$ cat config.mk
export PLATFORM = sky130hd
export DESIGN_NAME = mem_access_ctrl_flat
export DESIGN_NICKNAME = d
export VERILOG_FILES = /design/src/rtl/mem_access_ctrl_pkg.sv /design/src/rtl/mem_access_ctrl_if.sv /design/src/rtl/mem_access_ctrl_addr_check.sv /design/src/rtl/mem_access_ctrl.sv /design/src/flat_wrapper.sv
export SDC_FILE = /design/constraint.sdc
export NUM_CORES = 1
export LEC_CHECK = 0
export BUFFER_PORTS_ARGS = -buffer_cell sky130_fd_sc_hd__buf_2
export CAP_MARGIN = 20
export CORE_ASPECT_RATIO = 1.2
export CORE_MARGIN = 2
export CORE_UTILIZATION = 54
export CTS_CLUSTER_SIZE = 24
export DETAILED_ROUTE_END_ITERATION = 8
export PLACE_DENSITY = 0.93
export SYNTH_ARGS = -nofsm -noshare
export SYNTH_HDL_FRONTEND = slang
export SYNTH_SLANG_ARGS = --single-unit
export TNS_END_PERCENT = 5
$ cat constraint.sdc
create_clock -name clk -period 7.85 [get_ports clk]
set_input_delay 0.3925 -clock clk [delete_from_list [all_inputs] [get_ports clk]]
set_output_delay 0.3925 -clock clk [all_outputs]
set_load 0.1 [all_outputs]
$ cat src/rtl/mem_access_ctrl_pkg.sv
// Shared constants and types for the load/store control stage in front of the byte-addressed data RAM.
package mem_access_ctrl_pkg;

    localparam int W_DEF      = 32;
    localparam int ADDR_W_DEF = 8;
    localparam int CNT_W_DEF  = 16;

    // RAM byte-mask encodings (BYTE / HALFWORD / FULLWORD)
    localparam logic [3:0] RAM_NONE     = 4'b0000;
    localparam logic [3:0] RAM_BYTE     = 4'b0001;
    localparam logic [3:0] RAM_HALFWORD = 4'b0011;
    localparam logic [3:0] RAM_FULLWORD = 4'b1111;

    localparam logic [2:0] F3_B  = 3'b000;
    localparam logic [2:0] F3_H  = 3'b001;
    localparam logic [2:0] F3_W  = 3'b010;
    localparam logic [2:0] F3_BU = 3'b100;
    localparam logic [2:0] F3_HU = 3'b101;

    localparam logic [1:0] CAUSE_NONE     = 2'b00;
    localparam logic [1:0] CAUSE_MISALIGN = 2'b01;
    localparam logic [1:0] CAUSE_RANGE    = 2'b10;

    typedef enum logic [1:0] {
        ST_IDLE   = 2'b00,
        ST_ACCESS = 2'b01,
        ST_RESP   = 2'b10
    } state_t;

    // Offset from the first to the last byte touched for a given byte mask.
    function automatic logic [1:0] mask_extent(input logic [3:0] mask);
        logic [1:0] ext;
        case (mask)
            RAM_HALFWORD: ext = 2'd1;
            RAM_FULLWORD: ext = 2'd3;
            default:      ext = 2'd0;
        endcase
        return ext;
    endfunction

endpackage

$ cat src/rtl/mem_access_ctrl_if.sv
// Request, RAM-side and writeback signals of the load/store control stage.
interface mem_access_ctrl_if #(
    parameter int W = 32
);
    logic         req_valid;
    logic         req_ready;
    logic         req_is_store;
    logic [2:0]   req_funct3;
    logic [W-1:0] req_base;
    logic [W-1:0] req_offset;
    logic [W-1:0] req_wdata;
    logic [4:0]   req_rd;

    logic [W-1:0] ram_addr;
    logic [W-1:0] ram_wdat;
    logic         ram_we;
    logic         ram_re;
    logic [3:0]   ram_type;
    logic         sign;
    logic [W-1:0] ram_rdata;

    logic         wb_valid;
    logic         wb_ready;
    logic [4:0]   wb_rd;
    logic [W-1:0] wb_data;
    logic         wb_fault;
    logic [1:0]   wb_cause;

    modport slave (
        input  req_valid, req_is_store, req_funct3, req_base, req_offset, req_wdata, req_rd,
        input  ram_rdata, wb_ready,
        output req_ready, ram_addr, ram_wdat, ram_we, ram_re, ram_type, sign,
        output wb_valid, wb_rd, wb_data, wb_fault, wb_cause
    );

    modport master (
        output req_valid, req_is_store, req_funct3, req_base, req_offset, req_wdata, req_rd,
        output ram_rdata, wb_ready,
        input  req_ready, ram_addr, ram_wdat, ram_we, ram_re, ram_type, sign,
        input  wb_valid, wb_rd, wb_data, wb_fault, wb_cause
    );

endinterface

$ cat src/rtl/mem_access_ctrl_addr_check.sv
// Combinational size decode plus alignment and RAM-range check for one latched memory op.
module mem_addr_check
    import mem_access_ctrl_pkg::*;
#(
    parameter int W      = W_DEF,
    parameter int ADDR_W = ADDR_W_DEF
) (
    input  logic [W-1:0] addr,
    input  logic [2:0]   funct3,
    input  logic         is_store,
    output logic [3:0]   ram_type,
    output logic         sign,
    output logic         fault,
    output logic [1:0]   cause
);

    logic         legal_s;
    logic [3:0]   mask_s;
    logic         misalign_s;
    logic         range_s;
    logic [W:0]   last_s;

    // Decode access size; illegal encodings report as misaligned.
    always_comb begin
        legal_s    = 1'b0;
        mask_s     = RAM_NONE;
        misalign_s = 1'b0;
        range_s    = 1'b0;
        last_s     = '0;
        case (funct3)
            F3_B:    begin legal_s = 1'b1;      mask_s = RAM_BYTE;     end
            F3_H:    begin legal_s = 1'b1;      mask_s = RAM_HALFWORD; end
            F3_W:    begin legal_s = 1'b1;      mask_s = RAM_FULLWORD; end
            F3_BU:   begin legal_s = !is_store; mask_s = RAM_BYTE;     end
            F3_HU:   begin legal_s = !is_store; mask_s = RAM_HALFWORD; end
            default: begin legal_s = 1'b0;      mask_s = RAM_NONE;     end
        endcase
        if (!legal_s) begin
            misalign_s = 1'b1;
        end else if (mask_s == RAM_HALFWORD) begin
            misalign_s = addr[0];
        end else if (mask_s == RAM_FULLWORD) begin
            misalign_s = (addr[1:0] != 2'b00);
        end else begin
            misalign_s = 1'b0;
        end
        // One extra bit so an access that wraps past 2**W also lands out of range.
        last_s  = {1'b0, addr} + {{(W - 1){1'b0}}, mask_extent(mask_s)};
        range_s = |last_s[W:ADDR_W];
    end

    // Fault priority and the strobes/mask presented to the RAM.
    always_comb begin
        fault    = misalign_s || range_s;
        cause    = CAUSE_NONE;
        ram_type = RAM_NONE;
        sign     = 1'b0;
        if (misalign_s) begin
            cause = CAUSE_MISALIGN;
        end else if (range_s) begin
            cause = CAUSE_RANGE;
        end else begin
            cause    = CAUSE_NONE;
            ram_type = mask_s;
            sign     = !is_store && !funct3[2];
        end
    end

endmodule

$ cat src/rtl/mem_access_ctrl.sv
// Load/store control stage: accepts one op, does a single-cycle RAM access, then holds the result for writeback.
module mem_access_ctrl
    import mem_access_ctrl_pkg::*;
#(
    parameter int W      = W_DEF,
    parameter int ADDR_W = ADDR_W_DEF,
    parameter int CNT_W  = CNT_W_DEF
) (
    input  logic             clk,
    input  logic             rst,
    mem_access_ctrl_if.slave bus,
    output logic [CNT_W-1:0] cnt_load,
    output logic [CNT_W-1:0] cnt_store,
    output logic [CNT_W-1:0] cnt_fault
);

    state_t       state_r, state_s;
    logic [W-1:0] addr_r, wdata_r;
    logic [2:0]   funct3_r;
    logic         is_store_r;
    logic [4:0]   rd_r;

    logic [4:0]   wb_rd_r;
    logic [W-1:0] wb_data_r;
    logic         wb_fault_r;
    logic [1:0]   wb_cause_r;
    logic [CNT_W-1:0] cnt_load_r, cnt_store_r, cnt_fault_r;

    logic [3:0]   chk_type_s;
    logic         chk_sign_s, chk_fault_s;
    logic [1:0]   chk_cause_s;
    logic         in_access_s;

    mem_addr_check #(.W(W), .ADDR_W(ADDR_W)) u_check (
        .addr     (addr_r),
        .funct3   (funct3_r),
        .is_store (is_store_r),
        .ram_type (chk_type_s),
        .sign     (chk_sign_s),
        .fault    (chk_fault_s),
        .cause    (chk_cause_s)
    );

    // Everything below decodes from registers only, so async reset drops the strobes at once.
    assign in_access_s   = (state_r == ST_ACCESS);
    assign bus.req_ready = (state_r == ST_IDLE);
    assign bus.wb_valid  = (state_r == ST_RESP);
    assign bus.ram_we    = in_access_s && is_store_r && !chk_fault_s;
    assign bus.ram_re    = in_access_s && !is_store_r && !chk_fault_s;
    assign bus.ram_type  = in_access_s ? chk_type_s : RAM_NONE;
    assign bus.sign      = in_access_s && chk_sign_s;
    assign bus.ram_addr  = addr_r;
    assign bus.ram_wdat  = wdata_r;
    assign bus.wb_rd     = wb_rd_r;
    assign bus.wb_data   = wb_data_r;
    assign bus.wb_fault  = wb_fault_r;
    assign bus.wb_cause  = wb_cause_r;
    assign cnt_load      = cnt_load_r;
    assign cnt_store     = cnt_store_r;
    assign cnt_fault     = cnt_fault_r;

    // State register.
    always_ff @(posedge clk or posedge rst) begin
        if (rst) state_r <= ST_IDLE;
        else     state_r <= state_s;
    end

    // Next-state decode.
    always_comb begin
        state_s = state_r;
        case (state_r)
            ST_IDLE: begin
                if (bus.req_valid) state_s = ST_ACCESS;
                else               state_s = ST_IDLE;
            end
            ST_ACCESS: state_s = ST_RESP;
            ST_RESP: begin
                if (bus.wb_ready) state_s = ST_IDLE;
                else              state_s = ST_RESP;
            end
            default: state_s = ST_IDLE;
        endcase
    end

    // Request capture with effective-address computation.
    always_ff @(posedge clk or posedge rst) begin
        if (rst) begin
            addr_r     <= '0;
            wdata_r    <= '0;
            funct3_r   <= 3'd0;
            is_store_r <= 1'b0;
            rd_r       <= 5'd0;
        end else if ((state_r == ST_IDLE) && bus.req_valid) begin
            addr_r     <= bus.req_base + bus.req_offset;
            wdata_r    <= bus.req_wdata;
            funct3_r   <= bus.req_funct3;
            is_store_r <= bus.req_is_store;
            rd_r       <= bus.req_rd;
        end
    end

    // Result capture at the end of the access cycle.
    always_ff @(posedge clk or posedge rst) begin
        if (rst) begin
            wb_rd_r    <= 5'd0;
            wb_data_r  <= '0;
            wb_fault_r <= 1'b0;
            wb_cause_r <= CAUSE_NONE;
        end else if (in_access_s) begin
            wb_fault_r <= chk_fault_s;
            wb_cause_r <= chk_cause_s;
            wb_rd_r    <= (chk_fault_s || is_store_r) ? 5'd0 : rd_r;
            wb_data_r  <= (chk_fault_s || is_store_r) ? '0 : bus.ram_rdata;
        end
    end

    // Saturating op counters, bumped on the writeback handshake.
    always_ff @(posedge clk or posedge rst) begin
        if (rst) begin
            cnt_load_r  <= '0;
            cnt_store_r <= '0;
            cnt_fault_r <= '0;
        end else if ((state_r == ST_RESP) && bus.wb_ready) begin
            if (wb_fault_r) begin
                if (cnt_fault_r != '1) cnt_fault_r <= cnt_fault_r + {{(CNT_W - 1){1'b0}}, 1'b1};
            end else if (is_store_r) begin
                if (cnt_store_r != '1) cnt_store_r <= cnt_store_r + {{(CNT_W - 1){1'b0}}, 1'b1};
            end else begin
                if (cnt_load_r != '1) cnt_load_r <= cnt_load_r + {{(CNT_W - 1){1'b0}}, 1'b1};
            end
        end
    end

endmodule
$ cat src/flat_wrapper.sv
// flat-port wrapper written by rule: the top's interface ports become plain ports
module mem_access_ctrl_flat import mem_access_ctrl_pkg::*;
#(
    parameter int W      = W_DEF,
    parameter int ADDR_W = ADDR_W_DEF,
    parameter int CNT_W  = CNT_W_DEF
)
  (clk, rst, cnt_load, cnt_store, cnt_fault, bus_req_valid, bus_req_is_store, bus_req_funct3, bus_req_base, bus_req_offset, bus_req_wdata, bus_req_rd, bus_ram_rdata, bus_wb_ready, bus_req_ready, bus_ram_addr, bus_ram_wdat, bus_ram_we, bus_ram_re, bus_ram_type, bus_sign, bus_wb_valid, bus_wb_rd, bus_wb_data, bus_wb_fault, bus_wb_cause);
  mem_access_ctrl_if #(.W(W)) bus_i ();
  input  logic clk;
  input  logic rst;
  output logic [CNT_W-1:0] cnt_load;
  output logic [CNT_W-1:0] cnt_store;
  output logic [CNT_W-1:0] cnt_fault;
  input wire logic [$bits(bus_i.req_valid)-1:0] bus_req_valid;
  input wire logic [$bits(bus_i.req_is_store)-1:0] bus_req_is_store;
  input wire logic [$bits(bus_i.req_funct3)-1:0] bus_req_funct3;
  input wire logic [$bits(bus_i.req_base)-1:0] bus_req_base;
  input wire logic [$bits(bus_i.req_offset)-1:0] bus_req_offset;
  input wire logic [$bits(bus_i.req_wdata)-1:0] bus_req_wdata;
  input wire logic [$bits(bus_i.req_rd)-1:0] bus_req_rd;
  input wire logic [$bits(bus_i.ram_rdata)-1:0] bus_ram_rdata;
  input wire logic [$bits(bus_i.wb_ready)-1:0] bus_wb_ready;
  output wire logic [$bits(bus_i.req_ready)-1:0] bus_req_ready;
  output wire logic [$bits(bus_i.ram_addr)-1:0] bus_ram_addr;
  output wire logic [$bits(bus_i.ram_wdat)-1:0] bus_ram_wdat;
  output wire logic [$bits(bus_i.ram_we)-1:0] bus_ram_we;
  output wire logic [$bits(bus_i.ram_re)-1:0] bus_ram_re;
  output wire logic [$bits(bus_i.ram_type)-1:0] bus_ram_type;
  output wire logic [$bits(bus_i.sign)-1:0] bus_sign;
  output wire logic [$bits(bus_i.wb_valid)-1:0] bus_wb_valid;
  output wire logic [$bits(bus_i.wb_rd)-1:0] bus_wb_rd;
  output wire logic [$bits(bus_i.wb_data)-1:0] bus_wb_data;
  output wire logic [$bits(bus_i.wb_fault)-1:0] bus_wb_fault;
  output wire logic [$bits(bus_i.wb_cause)-1:0] bus_wb_cause;
  assign bus_i.req_valid = bus_req_valid;
  assign bus_i.req_is_store = bus_req_is_store;
  assign bus_i.req_funct3 = bus_req_funct3;
  assign bus_i.req_base = bus_req_base;
  assign bus_i.req_offset = bus_req_offset;
  assign bus_i.req_wdata = bus_req_wdata;
  assign bus_i.req_rd = bus_req_rd;
  assign bus_i.ram_rdata = bus_ram_rdata;
  assign bus_i.wb_ready = bus_wb_ready;
  assign bus_req_ready = bus_i.req_ready;
  assign bus_ram_addr = bus_i.ram_addr;
  assign bus_ram_wdat = bus_i.ram_wdat;
  assign bus_ram_we = bus_i.ram_we;
  assign bus_ram_re = bus_i.ram_re;
  assign bus_ram_type = bus_i.ram_type;
  assign bus_sign = bus_i.sign;
  assign bus_wb_valid = bus_i.wb_valid;
  assign bus_wb_rd = bus_i.wb_rd;
  assign bus_wb_data = bus_i.wb_data;
  assign bus_wb_fault = bus_i.wb_fault;
  assign bus_wb_cause = bus_i.wb_cause;
  mem_access_ctrl #(.W(W), .ADDR_W(ADDR_W), .CNT_W(CNT_W)) u_core (.clk(clk), .rst(rst), .bus(bus_i), .cnt_load(cnt_load), .cnt_store(cnt_store), .cnt_fault(cnt_fault));
endmodule
==> metrics.yaml, run 1 <==
timing:
  fin_tns_setup_ns: 0
  finalHoldViolCount: 0
  rsz0062_at_grt: "false"
  finClkSkew_ns: 0.00995
  slew_headroom_pct: 30.7
  min_period_over_period_pct: 58.9
  drv_slew: 0
  fmaxAchievable_ghz: 0.216
  finalCriticalPeriod_ns: 4.62
  worst_pin_slew_ns: 1.01
  finalSetupViolations: 0
placed_design:
  place_inst: 1333
  dpl_cell_area_mm2: 0.00995
  dp_hpwl_um: 16800
  io_buffers: 301
  gp_congestion: 0.872
run:
  drv_cap: 0
critical_path:
  path_class: "reg2out"
  worst_setup_path_end_kind: "output pin"
  setup.worst_path.start_class: "flop"
  worstPathMaxFanout: 38
  required_ns: 7.46
  cp.arrival_ns: 4.23
cts:
  root_buffer: "clkbuf_16"
  clock_latency_ns: 0.41
  cts_tree: "yes"
  path_clk_slew_ns: 0.07
  cts_buffers: 17
  clock_sinks: 163
  postCtsSetupRepairBufs: 0
  cts_buffer_depth: 2
  htreeDepth: 4
  cts_resized: 0
  cts_hold_buffers: 0
status:
  status: "complete, no violations"
detailed_routing:
  ant_nets: 0
  wl_per_cell_um: 16.5
  drt_wl_total_um: 22500
  drtIter0Drc: 463
  drc: 0
  drt_pass1_iterations: 5
  viasPerCell: 5.55
  vias: 7583
final_layout:
  fin_area_mm2: 0.0106
  stdcell_count: 1367
  multi_input_area_mm2: 0.00402
  drive_gt1_share_pct: 30.5
  finalNetCount: 1325
  utilization_pct: 70.3
  fillCellCount: 1105
  seq_area_mm2: 0.00408
  area_growth_pct: 27.5
global_route:
  grt_use_total_pct: 27.2
  overflow: 0
  grt_pass1_wl_um: 35400
  antenna_found_initial: 2
  grt_pass1_vias: 7540
  grt_max_degree: 99
die:
  die_h_um: 140
  rows: 49
  start_util_pct: 55.2
  core_area_mm2: 0.0150
  ios: 302
  dieArea_mm2: 0.0164
  dieWidth_um: 117
logic_synthesis:
  synth_area_leader_cell: "dfrtp_1"
  ys_seq_elements: 163
  synth-edff-count: 0
  synth_top_area_share_pct: 49.2
  synth.distinct_cells: 62
  synth_area_leaders: "dfrtp_1 49%, nand2_1 9.5%, ha_1 5.3%"
  syn_nets: 1029
  netlist_instances: 852
  seq_area_frac_synth_pct: 49.2
  synthFlopType: "dfrtp_1"
  syn_area_per_cell_um2: 9.72
  synthArstFlopShare_pct: 100
  synth_area_mm2: 0.00829
  synth_warnings: 0
pwr:
  ir_worst_vdd_uv: 294
  power.total_mw: 4.35
  p_leak_nw: 5.66
  power_density_mw_per_mm2: 412
hold_path:
  hold_class: "in2async"
[critical path: stages, from the launching register on]
cell and delay [ns]:
dfrtp_1 0.41, or3b_1 0.45, inv_1 0.09, ha_1 0.22, nand2_1 0.06, a21oi_1 0.06, o2111a_1 0.34, a311oi_1 0.29
a41oi_1 0.09, a2111o_1 0.39, or3_4 0.38, nor3_4 0.11, buf_4 0.41, buf_2 0.51
[cell type report]
class | count | share of cell area (%)
clock inverters | 14 | 1.58
inverters | 20 | 0.758
multi-input cells | 643 | 38.0
repair buffers | 303 | 14.4
clock buffers | 18 | 4.16
diodes | 2 | 0.0474
flip-flops and latches | 163 | 38.6
well taps | 204 | 2.42
[Yosys cell counts, drive strengths merged (2+ instances only)]
cell and instances:
o221ai 2, nor3 15, a22o 38, nand3 18, ha 35, and3 12, mux2 5, nand4 19
o21a 4, a211oi 5, o21ai 44, o211ai 3, nor2 35, nor4 6, dfrtp 163, o31ai 9
xnor2 48, nor2b 7, and2 6, o2111ai 2, nand2b 3, o21bai 3, xor2 28, or3 4
and4 5, nand2 209, clkbuf 18, a31oi 4, buf 8, a21boi 2, or2 3, a2111oi 5
inv 20, mux2i 2, a21oi 25, a21o 19
[routing by layer]
layer | up-vias | share of wire (%) | track usage, %
met3 | 66 | 8.2 | 7.75
met2 | 372 | 51 | 49.1
met5 | - | 0 | 0
li1 | 3593 | - | -
met1 | 3552 | 37 | 28.7
met4 | 0 | 3.7 | 12.5
[cell usage in the layout (no fill, tap or decap), types with 4 or more instances in the layout]
cell type   instances
a2111oi_0           5
a211oi_1            5
a21o_1             19
a21oi_1            25
a22o_1             38
a31oi_1             4
and2_1              6
and3_1             12
and4_1              5
buf_2             301
clkbuf_16          17
clkinvlp_4          4
dfrtp_1           163
ha_1               35
inv_1              18
inv_8               5
mux2_2              5
nand2_1           208
nand3_1            17
nand4_1            19
nor2_1             35
nor2b_1             7
nor3_1             14
nor4_1              5
o21a_1              4
o21ai_0            43
o31ai_1             9
xnor2_1            48
xor2_1             28
[kinds of logic after synthesis]
logic type / share of synthesized area (%)
and+or+nand+nor: 19.0
AOI/OAI and AO/OA: 14.9
DFF: 49.2
xor gates and xnor gates: 8.03
buffers and inverters: 2.43
adders and majority gates: 5.53
muxes: 0.921
[where the power goes]
group	switching [mW]	internal, mW	total, mW
clock network	0.374	0.463	0.838
logic	1.87	0.371	2.24
registers	0.217	1.05	1.27
[final timing paths]
path / start / endpoint / slack [ns] / cells past startpoint
worst min-delay path: rst / u_core.bus.ram_wdat[10] / 0.12 / 2
max in group asynchronous: rst / u_core.bus.wb_data[17] / 6.26 / 3
worst min register to register: u_core.bus.ram_wdat[6] / u_core.bus.ram_wdat[6] / 0.47 / 2
min in group clk: bus_req_wdata[0] / u_core.bus.ram_wdat[0] / 0.16 / 3
worst max register to register: u_core.funct3_r[0] / u_core.bus.wb_data[3] / 4.25 / 13
worst max-delay path: u_core.funct3_r[0] / bus_ram_re / 3.23 / 13
[flip-flops by register name (all words and copies together), names as in the netlist]
| register | count |
|---|---|
| u_core.bus.wb_data | 32 |
| u_core.funct3_r | 3 |
| u_core.bus.wb_rd | 5 |
| u_core.rd_r | 5 |
| u_core.bus.ram_addr | 32 |
| u_core.cnt_store | 16 |
| u_core.bus.ram_wdat | 32 |
| u_core.is_store_r | 1 |
| u_core.cnt_load | 16 |
| u_core.state_r | 2 |
| u_core.bus.wb_cause | 2 |
| u_core.bus.wb_fault | 1 |
| u_core.cnt_fault | 16 |
[per-stage QoR]
stage / worst slack [ns] / hold slack (ns)
detailed placement: 3.69 / 0.457
floorplan: 1.66 / 0.447
global route: 3.00 / 0.153
CTS: 3.24 / 0.151
finish: 3.23 / 0.122
global placement: 3.79 / 0.453
Note: power is estimated with default switching activity, not from simulation.
==> run 2, diff against run 1 <==
--- a/config.mk
+++ b/config.mk
@@ -9,10 +9,10 @@
 export CAP_MARGIN = 20
 export CORE_ASPECT_RATIO = 1.2
 export CORE_MARGIN = 2
-export CORE_UTILIZATION = 54
+export CORE_UTILIZATION = 50
 export CTS_CLUSTER_SIZE = 24
 export DETAILED_ROUTE_END_ITERATION = 8
-export PLACE_DENSITY = 0.93
+export PLACE_DENSITY = 0.88
 export SYNTH_ARGS = -nofsm -noshare
 export SYNTH_HDL_FRONTEND = slang
 export SYNTH_SLANG_ARGS = --single-unit
==> constraint.sdc (replaced) <==
create_clock -name clk -period 4.28 [get_ports clk]
set_input_delay 0.214 -clock clk [delete_from_list [all_inputs] [get_ports clk]]
set_output_delay 0.214 -clock clk [all_outputs]
set_load 0.1 [all_outputs]
==> run 2 against run 1 <==
- critical path depth down 1
- setup slack got worse by 3.0 ns
- utilization down 1.6 points
- sequential share of layout area shrank 2.0 points
- final cell count is 4.2% higher
- count of clock-buffer cells in the layout stayed put
- total power rose by 85%
- worst hold slack got worse by 0.11 ns
- critical path type unchanged
- clock power increased by 78%
- sequential power increased by 84%
- wire length up 9.0%
- combinational power increased by 88%
==> metrics.yaml, run 2 (synthesized netlist as in run 1, its figures left out) <==
detailed_routing:
  wl_per_cell_um: 17.3
  drt_pass1_iterations: 5
  vias: 7935
  ant_nets: 0
  drc: 0
  viasPerCell: 5.57
  drt_wl_total_um: 24600
  drtIter0Drc: 484
global_route:
  antenna_found_initial: 0
  grt_pass1_vias: 7796
  grt_pass1_wl_um: 38700
  overflow: 0
  grt_max_degree: 164
  grt_use_total_pct: 27.7
timing:
  fmaxAchievable_ghz: 0.245
  rsz0062_at_grt: "true"
  slew_headroom_pct: 36.0
  fin_tns_setup_ns: 0
  final.setup.worst_slack_ns: 0.193
  min_period_over_period_pct: 95.5
  drv_slew: 0
  finClkSkew_ns: 0.0121
  worst_pin_slew_ns: 0.960
  finalCriticalPeriod_ns: 4.09
  finalHoldViolCount: 0
  finalSetupViolations: 0
placed_design:
  dp_hpwl_um: 16900
  dp_worst_setup_slack_ns: 0.513
  io_buffers: 301
  gp_congestion: 0.894
  dpl_cell_area_mm2: 0.0101
  place_inst: 1348
final_layout:
  antenna_cells: 0
  stdcell_count: 1424
  layout_commonest_cell: "buf_2"
  area_growth_pct: 34.5
  final_cell_mix: "294 x buf_2, 208 x nand2_1, 163 x dfrtp_1, 48 x xnor2_1, 45 x dlygate4sd3_1"
  finalNetCount: 1377
  drive_gt1_share_pct: 30.0
  utilization_pct: 68.8
  fin_area_mm2: 0.0111
critical_path:
  worstPathMaxFanout: 7
  cp.arrival_ns: 3.87
  worst_setup_path_end_kind: "output pin"
  cp-startpoint: "u_core.funct3_r[2]"
  reg2reg_slack_ns: 0.56
  rr_worst_depth: 13
  setup.worst_path.start_class: "flop"
  path_class: "reg2out"
  r2r_start: "u_core.funct3_r[2]"
  required_ns: 4.07
die:
  core_area_mm2: 0.0162
  die_h_um: 145
  dieWidth_um: 122
  ios: 302
  dieArea_mm2: 0.0176
  rows: 51
  start_util_pct: 51.1
pwr:
  clkPwrFrac_pct: 18.6
  seq_power_share_pct: 29.1
  swShare_pct: 56.7
  combPwrFrac_pct: 52.3
  ir_worst_vdd_uv: 491
  power.switching_mw: 4.56
  p_leak_nw: 5.90
  power_density_mw_per_mm2: 722
  p_int_mw: 3.48
status:
  status: "complete, no violations"
cts:
  cts_tree: "yes"
  path_clk_slew_ns: 0.07
  clock_latency_ns: 0.43
  postCtsSetupRepairBufs: 0
  htreeDepth: 4
  root_buffer: "clkbuf_16"
  cts_buffer_depth: 2
  clock_sinks: 163
  cts_buffers: 17
hold_path:
  hold_class: "in2reg"
  min_path_cells: 2
  min_from: "bus_ram_rdata[13]"
run:
  drv_cap: 0
## run 2: cell types whose count changed in the layout (fill, tap and decap cells not counted), moves of 2 or more
cell | before | now
buf_6 | 0 | 2
and2_1 | 6 | 4
clkinv_4 | 0 | 5
diode_2 | 2 | 0
and2_2 | 0 | 2
clkbuf_4 | 0 | 4
buf_12 | 0 | 3
buf_4 | 2 | 7
buf_2 | 301 | 294
inv_8 | 5 | 2
dlygate4sd3_1 | 0 | 45
## run 2: worst paths after layout
kind | end
min in group asynchronous | u_core.bus.wb_data[1]
max in group asynchronous | u_core.bus.ram_addr[28]
setup / recovery | bus_ram_re
hold / removal | u_core.bus.wb_data[13]
hold reg to reg | u_core.bus.ram_wdat[24]
setup reg to reg | u_core.bus.wb_data[20]
## run 2: layout make-up
cell class | instances | area (um2)
multi-input cells | 643 | 4050
fillers | 1140 | 5060
well taps | 212 | 265
clock buffers | 18 | 439
repair buffers | 355 | 2090
inverters | 20 | 78.8
flip-flops and latches | 163 | 4080
clock inverters | 13 | 145
## run 2: repair_timing
| item | 4_1_cts | 5_1_grt |
|---|---|---|
| hold endpoints to repair | 44 | 1 |
| setup endpoints to repair | 0 | 7 |
| gates resized for setup | 0 | 10 |
| hold buffers | 44 | 1 |
## run 2: power by group through the flow
stage / registers [mW] / clock network (mW) / logic, mW
floorplan: 4.68 / 0 / 1.00
global placement: 2.32 / 0 / 4.10
detailed placement: 2.35 / 0 / 4.15
CTS: 2.32 / 1.51 / 4.20
global route: 2.40 / 1.58 / 4.41
finish: 2.34 / 1.49 / 4.21
## run 2: stage by stage
stage	total power, mW	hold slack (ns)
after floorplan	5.68	0.319
after global placement	6.43	0.404
after detailed placement	6.50	0.410
after CTS	8.03	0.000867
after global routing	8.38	0.000712
final	8.04	0.0108
## run 2: critical path, stage by stage (launching register included)
cell and delay [ns]:
dfrtp_1 0.45, or3b_1 0.48, inv_1 0.09, ha_1 0.22
nand2_1 0.06, a21oi_1 0.06, o2111a_1 0.34, a311oi_1 0.29
a41oi_1 0.07, a2111o_1 0.37, or3_4 0.41, nor3_4 0.37
buf_12 0.24
## run 2: layer usage
layer	vias up	routed length [um]	track usage (%)	part of all wire, %
met5	-	0	0	0
met4	0	1300	14.9	5.3
met3	108	1930	7.70	7.8
met2	392	12300	47.4	50
met1	3733	9040	30.9	37
li1	3702	-	-	-
